## config.mk

```make
export PLATFORM = sky130hd
export DESIGN_NAME = binary_mul_8_acc
export DESIGN_NICKNAME = d
export VERILOG_FILES = /design/src/rtl/binary_mul_pkg.sv /design/src/rtl/binary_sat_add.sv /design/src/rtl/binary_mul_8_acc.sv
export SDC_FILE = /design/constraint.sdc
export NUM_CORES = 1
export LEC_CHECK = 0
export ABC_AREA = 1
export CORE_AREA = 2 2 85 87
export DETAILED_ROUTE_END_ITERATION = 10
export DIE_AREA = 0 0 87 89
export PLACE_DENSITY_LB_ADDON = 0.12
export SLEW_MARGIN = 10
export SYNTH_ARGS = -nofsm -noshare
export SYNTH_HDL_FRONTEND = slang
export SYNTH_HIERARCHICAL = 1
export SYNTH_SLANG_ARGS = --single-unit
```

## constraint.sdc

```tcl
create_clock -name clk -period 6.35 [get_ports clk]
set_clock_uncertainty 0.05 [all_clocks]
set_input_delay 1.27 -clock clk [delete_from_list [all_inputs] [get_ports clk]]
set_output_delay 1.27 -clock clk [all_outputs]
set_load 0.05 [all_outputs]
```

## src/rtl/binary_mul_pkg.sv

```systemverilog
// Shared types and default widths for the multiplier accumulation stage.
package binary_mul_pkg;

    localparam int DEF_PROD_W = 16;
    localparam int DEF_ACC_W  = 24;
    localparam int DEF_CNT_W  = 8;

    typedef enum logic [1:0] {
        IDLE  = 2'd0,
        ACCUM = 2'd1,
        HOLD  = 2'd2
    } state_t;

endpackage

```

## src/rtl/binary_sat_add.sv

```systemverilog
// Unsigned saturating adder: clamps to all-ones on carry-out and flags it.
module binary_sat_add #(
    parameter int W = 24
) (
    input  logic [W-1:0] a,
    input  logic [W-1:0] b,
    output logic [W-1:0] sum,
    output logic         sat
);

    logic [W:0] full;

    always_comb begin
        full = {1'b0, a} + {1'b0, b};
        sat  = full[W];
        sum  = full[W] ? {W{1'b1}} : full[W-1:0];
    end

endmodule

```

## src/rtl/binary_mul_8_acc.sv

```systemverilog
// Dot-product accumulator behind the 8x8 multiplier: sums len products and
// holds the result on a valid/ready port until taken.
//
//  state | meaning
//  IDLE  | waiting for start
//  ACCUM | summing valid products, busy=1
//  HOLD  | result presented, out_valid=1, frozen until out_ready
module binary_mul_8_acc
    import binary_mul_pkg::*;
#(
    parameter int PROD_W = DEF_PROD_W,
    parameter int ACC_W  = DEF_ACC_W,
    parameter int CNT_W  = DEF_CNT_W
) (
    input  logic              clk,
    input  logic              rst_n,
    input  logic              start,
    input  logic [CNT_W-1:0]  len,
    input  logic [PROD_W-1:0] prod_in,
    input  logic              prod_valid,
    output logic              busy,
    output logic [ACC_W-1:0]  acc_out,
    output logic              ovf,
    output logic              out_valid,
    input  logic              out_ready
);

    state_t           state;
    logic [ACC_W-1:0] acc;
    logic [CNT_W-1:0] cnt;
    logic [CNT_W-1:0] len_q;
    logic [ACC_W-1:0] prod_ext;
    logic [ACC_W-1:0] sum;
    logic             sat;
    logic             launch;
    logic             last_term;

    assign prod_ext = ACC_W'(prod_in);
    assign acc_out  = acc;

    binary_sat_add #(.W(ACC_W)) u_add (
        .a   (acc),
        .b   (prod_ext),
        .sum (sum),
        .sat (sat)
    );

    // A new job is accepted from IDLE, or straight out of HOLD when the
    // current result is consumed in the same cycle (no bubble).
    always_comb begin
        launch    = 1'b0;
        last_term = 1'b0;
        if (start && (state == IDLE || (state == HOLD && out_ready)))
            launch = 1'b1;
        if (cnt == len_q - CNT_W'(1))
            last_term = 1'b1;
    end

    always_ff @(posedge clk or negedge rst_n) begin
        if (!rst_n) begin
            state     <= IDLE;
            acc       <= '0;
            cnt       <= '0;
            len_q     <= '0;
            ovf       <= 1'b0;
            out_valid <= 1'b0;
            busy      <= 1'b0;
        end else if (launch) begin
            acc <= '0;
            ovf <= 1'b0;
            cnt <= '0;
            if (len != '0) begin
                len_q     <= len;
                state     <= ACCUM;
                busy      <= 1'b1;
                out_valid <= 1'b0;
            end else begin
                state     <= HOLD;
                busy      <= 1'b0;
                out_valid <= 1'b1;
            end
        end else begin
            case (state)
                ACCUM: begin
                    if (prod_valid) begin
                        acc <= sum;
                        if (sat)
                            ovf <= 1'b1;
                        cnt <= cnt + CNT_W'(1);
                        if (last_term) begin
                            state     <= HOLD;
                            busy      <= 1'b0;
                            out_valid <= 1'b1;
                        end
                    end
                end
                HOLD: begin
                    if (out_ready) begin
                        state     <= IDLE;
                        out_valid <= 1'b0;
                    end
                end
                default: begin
                    state     <= IDLE;
                    busy      <= 1'b0;
                    out_valid <= 1'b0;
                end
            endcase
        end
    end

endmodule

```

-- After elaboration in Yosys (flattened, before gate mapping)
Index checks and enable logic that the tools add are counted.
- muxes and demuxes: 30
- equality and inequality tests: 7
- reduce and logical (&&, ||, !) cells: 13
- $add $sub $neg: 3
- operators by type and width (operator ; count):
    $mux W24 ; 4
    $add A24 B16 Y25 ; 1
    $mux W8 ; 3
    $mux W1 ; 15
    $mux W2 ; 5
    $ne A3 B3 Y1 const B ; 3
    $reduce_and A3 Y1 ; 3
    $add A8 B1 Y8 const B ; 1
    $eq A8 B8 Y1 ; 1
    $reduce_bool A8 Y1 ; 1
    $sub A8 B1 Y8 const B ; 1
    $reduce_bool A2 Y1 ; 3
    $pmux W1 S2 ; 2
    $pmux W2 S2 ; 1
    $reduce_and A2 Y1 ; 2
    $eq A2 B1 Y1 const B ; 1
    $eq A2 B2 Y1 const B ; 1
    $logic_and A1 B1 Y1 ; 2
    $logic_not A2 Y1 ; 1
    $ne A2 B2 Y1 const B ; 1
    $logic_or A1 B1 Y1 ; 1
- bits in registers: 45
- bits of input ports: 29
- logic and storage cells: 60

-- Logic depth before layout (Yosys ltp)
Gate-level depths: netlist (run 1).
- word-level depth: 7
- gate-level depth with buffers: 14

-- Modules after synthesis
Netlist (run 1), hierarchy kept.
- modules (own cells, without submodules) (module ; times used ; area an instance (sq um) ; cells an instance ; sequential area each (sq um)):
    binary_mul_8_acc ; 1 ; 2094.5 ; 223 ; 1101.1
    binary_sat_add ; 1 ; 1911.8 ; 397 ; 0.0

-- Worst setup path before layout (run 1)
OpenSTA, ideal clock, no wires.
- path type: input -> register
- start: in prod_in[0]
- end: reg acc[19] (netlist: acc_out[19])
- path buffers: 1
- data required time: 6.178 ns
- library setup time: 0.122 ns
- cell stages on the path: 13
- data arrival time: 2.924 ns
- setup slack: 3.254 ns
- cell sequence: ha_1 -> fa_1 -> nand2_1 -> nand2_1 -> and2_4 -> nand2_2 -> nand2_2 -> nand2_2 -> inv_2 -> nor2_4 -> buf_6 -> nand3_1 -> a32o_1
- cells in the longest elaborated chain, start to end: 5
- ends and longest elaborated chain (element ; RTL line ; source):
    start, declared ; binary_mul_8_acc.sv:19 ; input logic [PROD_W-1:0] prod_in,
    $add A24 B16 Y25 ; binary_sat_add.sv:14 ; full = {1'b0, a} + {1'b0, b};
    $mux W24 ; binary_sat_add.sv:16 ; sum = full[W] ? {W{1'b1}} : full[W-1:0];
    via sum[19] ; binary_mul_8_acc.sv:33 ; logic [ACC_W-1:0] sum;
    $mux W24 ; binary_mul_8_acc.sv:85 ; if (prod_valid) begin
    $mux W24 ; binary_mul_8_acc.sv:83 ; case (state)
    $mux W24 ; binary_mul_8_acc.sv:68 ; end else if (launch) begin
    end signal, assigned ; binary_mul_8_acc.sv:86 ; acc <= sum;
    end, declared ; binary_mul_8_acc.sv:29 ; logic [ACC_W-1:0] acc;
The timed path passes the listed nets, and every way through them passes these cells. The select of a mux whose other input is x is not followed.
A chain may end at the register's enable or synchronous reset.

-- Worst setup path after layout (run 1)
- start: in prod_in[0]
- end: reg acc[2] (netlist: acc_out[2])
The elaborated chain is that of the path after synthesis.

==> flow_summary_export.csv, run 1 <==
group,metric,value,unit
die,row_count,30,
sta,finalCritPeriodShare,58.2,%
global_routing,antenna_found_initial,0,
critical_path,crit_fanout,22,
sta,clock.fmax,270,MHz
global_routing,overflow,0,
finish,utilization,70.7,%
pwr,power_density,444,mW/mm^2
critical_path,critPathArrivalTime,3.84,ns
synthesis,synth_ff_type,"dfrtp_1",
routing,drc,0,
critical_path,ff2ff_setup_slack,3.59,ns
synthesis,ys_ff_latch,44,
critical_path,cp-end-kind,"flip-flop",
critical_path,crit_slowest_cell,"nor2_4",
pwr,ir_drop,212,uV
finish,num_antenna_cells,0,
finish,area_growth,18.5,%
cts,cts_max_level,2,
synthesis,yosysSeqAreaShare,27.5,%
cts,cts_resized,0,
sta,slew_viol_final,0,
synthesis,yosys_warnings,6,
synthesis,synth_edf_count,0,
cts,cts_hold_buf,0,
routing,antenna_left,0,
place,dp_hpwl,7990,um
cts,clk_pin_slew,0.09,ns
synthesis,yosysTopAreaCell,"dfrtp_1",
die,initial_utilization,59.6,%
die,io_pins,56,
finish,fillers,599,
critical_path,r2r_start,"acc_out[0]$_DFFE_PN0P_",
routing,drtIter0Drc,256,
sta,finalSetupViolations,0,
critical_path,required,6.49,ns
cts,clock_path_buffers,2,
outcome,status,"finished clean",
finish,layout-drive-gt1-share,5.73,%
routing,post_drt_wl_per_cell,13.9,um
sta,rsz0062_at_grt,"false",
sta,tns,0,ns
global_routing,grt_usage,28.6,%
die,die_y,89,um
worst_hold_path,hold_depth,2,
cts,postCtsSetupBuffers,0,
synthesis,syn-cell-area,0.00401,sq mm
cts,cts-root-buf,"clkbuf_8",
critical_path,cp_cell_sequence,"clkdlybuf4s50_1 > ha_1 > fa_1 > nand2_1 > nand2_1 > and2_4 > nand2_2 > nand2_2 > nand2_2 > inv_2 > nor2_4 > o21ai_0 > a32o_1",
cts,cts_sinks,44,
run,drv_cap,0,
synthesis,synthAdderAreaFrac,8.62,%
pwr,p_leak,0.00262,uW
synthesis,synth_xor_xnor_area_share,2.84,%
synthesis,synth_top_family_by_area,"simple AND/OR/NAND/NOR gates",
critical_path,rr_worst_depth,12,
routing,routed_wl,10600,um
place,gp_congestion,0.904,
critical_path,crit_top_cell,"nand2_2",
routing,viasPerCell,5.33,
synthesis,syn-instance-count,620,
global_routing,grt_pass1_wl,17500,um
die,die_area,0.00774,sq mm
sta,timing.final.crit_period,3.70,ns
routing,drt_pre_antenna_iters,5,
cts,cts_inserted_buffers,5,
synthesis,yosys.area_share.simple,37.5,%
synthesis,yosysMostFrequentCell,"nand2_1",
critical_path,critical_path.startpoint_type,"input pin",
critical_path,r2r_end,"acc_out[2]$_DFFE_PN0P_",
synthesis,synth_common_cells,"nand2_1, inv_1, nor2_1, dfrtp_1, nand3_1",
sta,slew_headroom,33.3,%
routing,vias,4056,
sta,hold_viol_final,0,
synthesis,avgSynthCellArea,6.46,sq um
die,die_w,87,um
synthesis,yosysTopAreaCellShare,27.5,%
worst_hold_path,hold_start,"busy$_DFFE_PN0P_",
cts,cts_tree,"done",
cts,clk_latency,0.30,ns
global_routing,grt_max_degree,45,
synthesis,synth_compound_area_share,10.4,%
critical_path,max_stage_delay,0.48,ns
worst_hold_path,hold_class,"reg2reg",
critical_path,critical_path_class,"in2reg",
synthesis,synth.area.top_cells,"dfrtp_1, nand2_1, inv_1, ha_1, a32o_1",
synthesis,async_flop_share,100,%
global_routing,grt_pass1_vias,3846,
place,port_buffers,55,
die,core_area,0.00672,sq mm
finish,nets,736,
sta,tightest_slew,1.00,ns
synthesis,synth_cell_types,35,
worst_hold_path,holdPathEnd,"busy$_DFFE_PN0P_",
synthesis,synthMuxAreaShare,0.843,%
[flip-flops by register name, summed over array words and instances, names as in the netlist]
signal	count
acc_out	24
busy	1
cnt	8
len_q	8
out_valid	1
ovf	1
state	1
[layout make-up]
class	instances	area (sq um)	area share [%]
Multi-Input combinational cell	458	2440	51.4
Clock inverter	2	38.8	0.817
Inverter	115	432	9.09
Tap cell	80	100	2.11
Clock buffer	6	82.6	1.74
Sequential cell	44	1100	23.2
Timing Repair Buffer	56	553	11.6
[layout by cell type (no fill, tap or decap), types with 6 or more instances in the layout]
cell / instances
nand4_1: 7
o21ai_0: 8
dfrtp_1: 44
clkbuf_8: 6
clkdlybuf4s50_1: 54
a21oi_1: 22
nand2_2: 8
nand3_1: 44
nor2_1: 53
xnor2_1: 10
ha_1: 26
nand2_1: 216
conb_1: 8
a32o_1: 24
inv_1: 111
[worst max path at each step]
stage	slack, ns	cells after the start	from	end
finish	2.65	13	prod_in[0]	acc_out[2]$_DFFE_PN0P_
global route	2.48	13	prod_in[0]	acc_out[2]$_DFFE_PN0P_
CTS	2.66	13	prod_in[0]	acc_out[2]$_DFFE_PN0P_
detailed placement	2.34	13	prod_in[0]	acc_out[2]$_DFFE_PN0P_
global placement	2.45	13	prod_in[0]	acc_out[2]$_DFFE_PN0P_
floorplan	3.25	13	prod_in[0]	acc_out[19]$_DFFE_PN0P_
[where the power goes]
part	switching, uW	internal, uW	total [uW]
Sequential	96.3	380	477
Combinational	894	495	1390
Clock	112	129	241
Total	1100	1000	2110
[stage by stage]
| step | setup WS, ns | cells | area [sq um] | hold slack, ns | power (uW) |
|---|---|---|---|---|---|
| floorplan | 3.25 | 627 | 4030 | 0.411 | 1510 |
| global placement | 2.45 | 753 | 4630 | 0.408 | 1810 |
| detailed placement | 2.34 | 753 | 4630 | 0.419 | 1850 |
| CTS | 2.66 | 761 | 4750 | 0.444 | 2090 |
| global route | 2.48 | 761 | 4750 | 0.477 | 2280 |
| finish | 2.65 | 761 | 4750 | 0.447 | 2110 |
[routing by layer]
| layer | GRT usage, % | part of all wire, % | up-vias |
|---|---|---|---|
| li1 | - | - | 2071 |
| met1 | 40.7 | 49 | 1874 |
| met2 | 46.6 | 45 | 101 |
| met3 | 3.23 | 4.6 | 10 |
| met4 | 7.24 | 0.86 | 0 |
| met5 | 0 | 0 | - |
[critical path, delay by kind of cell]
family	cells	cell delay, ns
AO/OA/AOI/OAI	2	0.45
adder cells (fa/ha/maj)	2	0.65
buffers and inverters	2	0.44
AND/OR/NAND/NOR	7	1.03
[logic make-up (layout without fill, tap and decap cells)]
kind of cell               after synthesis  after routing
and+or+nand+nor                        350            350
buffers and inverters                  125            179
AOI/OAI and AO/OA                       57             57
DFF                                     44             44
adders and majority gates               27             27
xor gates and xnor gates                13             13
muxes                                    3              3
other                                    1              8
Power figures use the tool's default switching activity.
==> run 2: changes to the inputs <==
- CORE_AREA: 2 2 85 87 -> 2 2 92 94
- DIE_AREA: 0 0 87 89 -> 0 0 94 96
- clock period: 6.35 -> 3.2 ns (I/O delays scaled with it)
==> flow_summary_export.csv, run 2 (synthesis gave the netlist of run 1 again) <==
group,metric,value,unit
sta,finalSetupViolations,0,
sta,slew_headroom,30.2,%
die,die_w,94,um
pwr,p_total,4220,uW
finish,multi_input_area,0.00244,sq mm
routing,post_drt_wl_per_cell,13.4,um
routing,drtIter0Drc,190,
outcome,status,"finished clean",
sta,slew_viol_final,0,
cts,cts_hold_buf,0,
routing,drt_pre_antenna_iters,5,
critical_path,critPathArrivalTime,2.97,ns
critical_path,critical_path.startpoint_type,"input pin",
sta,tns,0,ns
cts,cts-root-buf,"clkbuf_8",
sta,finalWorstSetupSlack,0.382,ns
routing,vias,4005,
place,port_buffers,55,
die,row_count,33,
sta,clock.fmax,355,MHz
die,die_area,0.00902,sq mm
finish,layout-drive-gt1-share,6.14,%
finish,area_growth,20.1,%
cts,cts_resized,0,
cts,cts_tree,"done",
critical_path,cp-end-kind,"flip-flop",
die,die_y,96,um
die,io_pins,56,
cts,cts_sinks,44,
pwr,power_density,877,mW/mm^2
finish,num_antenna_cells,0,
place,placedInstanceArea,0.00469,sq mm
routing,viasPerCell,5.08,
place,pre_cts_slack,0.0581,ns
global_routing,overflow,0,
finish,layout_commonest_cell,"nand2_1",
cts,cts_inserted_buffers,5,
place,gp_congestion,0.949,
die,core_area,0.00805,sq mm
global_routing,grt_max_degree,45,
finish,mostFrequentLayoutCells,"nand2_1, inv_1, clkdlybuf4s50_1, nor2_1",
sta,rsz0062_at_grt,"false",
critical_path,crit_fanout,11,
pwr,ir_drop,503,uV
sta,whs,0.434,ns
global_routing,grt_usage,24.5,%
finish,fillers,812,
critical_path,required,3.35,ns
routing,routed_wl,10600,um
finish,largest_reg_flops,24,
sta,timing.final.crit_period,2.82,ns
global_routing,antenna_found_initial,0,
cts,postCtsSetupBuffers,0,
critical_path,critical_path_class,"in2reg",
cts,cts_max_level,2,
cts,clk_pin_slew,0.10,ns
global_routing,grt_pass1_wl,17200,um
routing,antenna_left,0,
run,drv_cap,0,
cts,clock_path_buffers,2,
die,initial_utilization,49.8,%
pwr,p_leak,0.00264,uW
global_routing,grt_pass1_vias,3666,
finish,stdcell_area,0.00481,sq mm
cts,clk_latency,0.30,ns
place,dp_hpwl,8290,um
sta,hold_viol_final,0,
routing,drc,0,
sta,finalCritPeriodShare,88.1,%
finish,regArea,0.00110,sq mm
finish,nets,739,
worst_hold_path,hold_class,"reg2reg",
sta,tightest_slew,1.05,ns
## run 2: cell type report
type | instances | area share [%]
timing repair buffer | 59 | 12.2
sequential | 44 | 22.9
inverter | 115 | 8.97
tap | 105 | 2.73
clock buffer | 6 | 1.72
clock inverter | 2 | 0.806
multi-input combinational | 458 | 50.7
## run 2: layer usage
| metal | GRT usage, % | routed length (um) | vias up |
|---|---|---|---|
| li1 | - | - | 2075 |
| met1 | 34.8 | 5390 | 1848 |
| met2 | 39.5 | 4720 | 75 |
| met3 | 3.29 | 388 | 7 |
| met4 | 6.28 | 82 | 0 |
| met5 | 0 | 0 | - |
## run 2: critical path, stage by stage
cell	delay (ns)
clkdlybuf4s50_1	0.41
ha_1	0.22
fa_1	0.43
nand2_1	0.11
nand2_1	0.08
and2_4	0.16
nand2_2	0.06
nand2_2	0.08
nand2_2	0.08
inv_2	0.04
nor2_4	0.12
buf_4	0.20
o21ai_0	0.12
a32o_1	0.23
## run 2: per-stage QoR
| step | std cells | util (%) |
|---|---|---|
| 2_1_floorplan | 627 | - |
| 3_3_place_gp | 781 | 58.3 |
| 3_5_place_dp | 781 | 58.3 |
| 4_1_cts | 789 | 59.8 |
| 5_1_grt | 789 | 59.8 |
| 6_report | 789 | 59.8 |
## run 2: report_power, final
group	total [uW]	internal (uW)	switching (uW)	leakage [uW]
combinational	2800	1020	1780	0.00202
clock	476	256	220	0.0000614
sequential	943	755	188	0.000563
total	4220	2030	2190	0.00264
## run 2: final timing paths
path	from	to	slack (ns)	cells after the start
max	prod_in[0]	acc_out[2]$_DFFE_PN0P_	0.38	14
min	busy$_DFFE_PN0P_	busy$_DFFE_PN0P_	0.43	2
max reg2reg	acc_out[0]$_DFFE_PN0P_	acc_out[2]$_DFFE_PN0P_	0.68	13
min reg2reg	busy$_DFFE_PN0P_	busy$_DFFE_PN0P_	0.43	2
max in group asynchronous	rst_n	len_q[3]$_DFFE_PN0P_	1.98	1
min in group asynchronous	rst_n	acc_out[15]$_DFFE_PN0P_	0.46	1
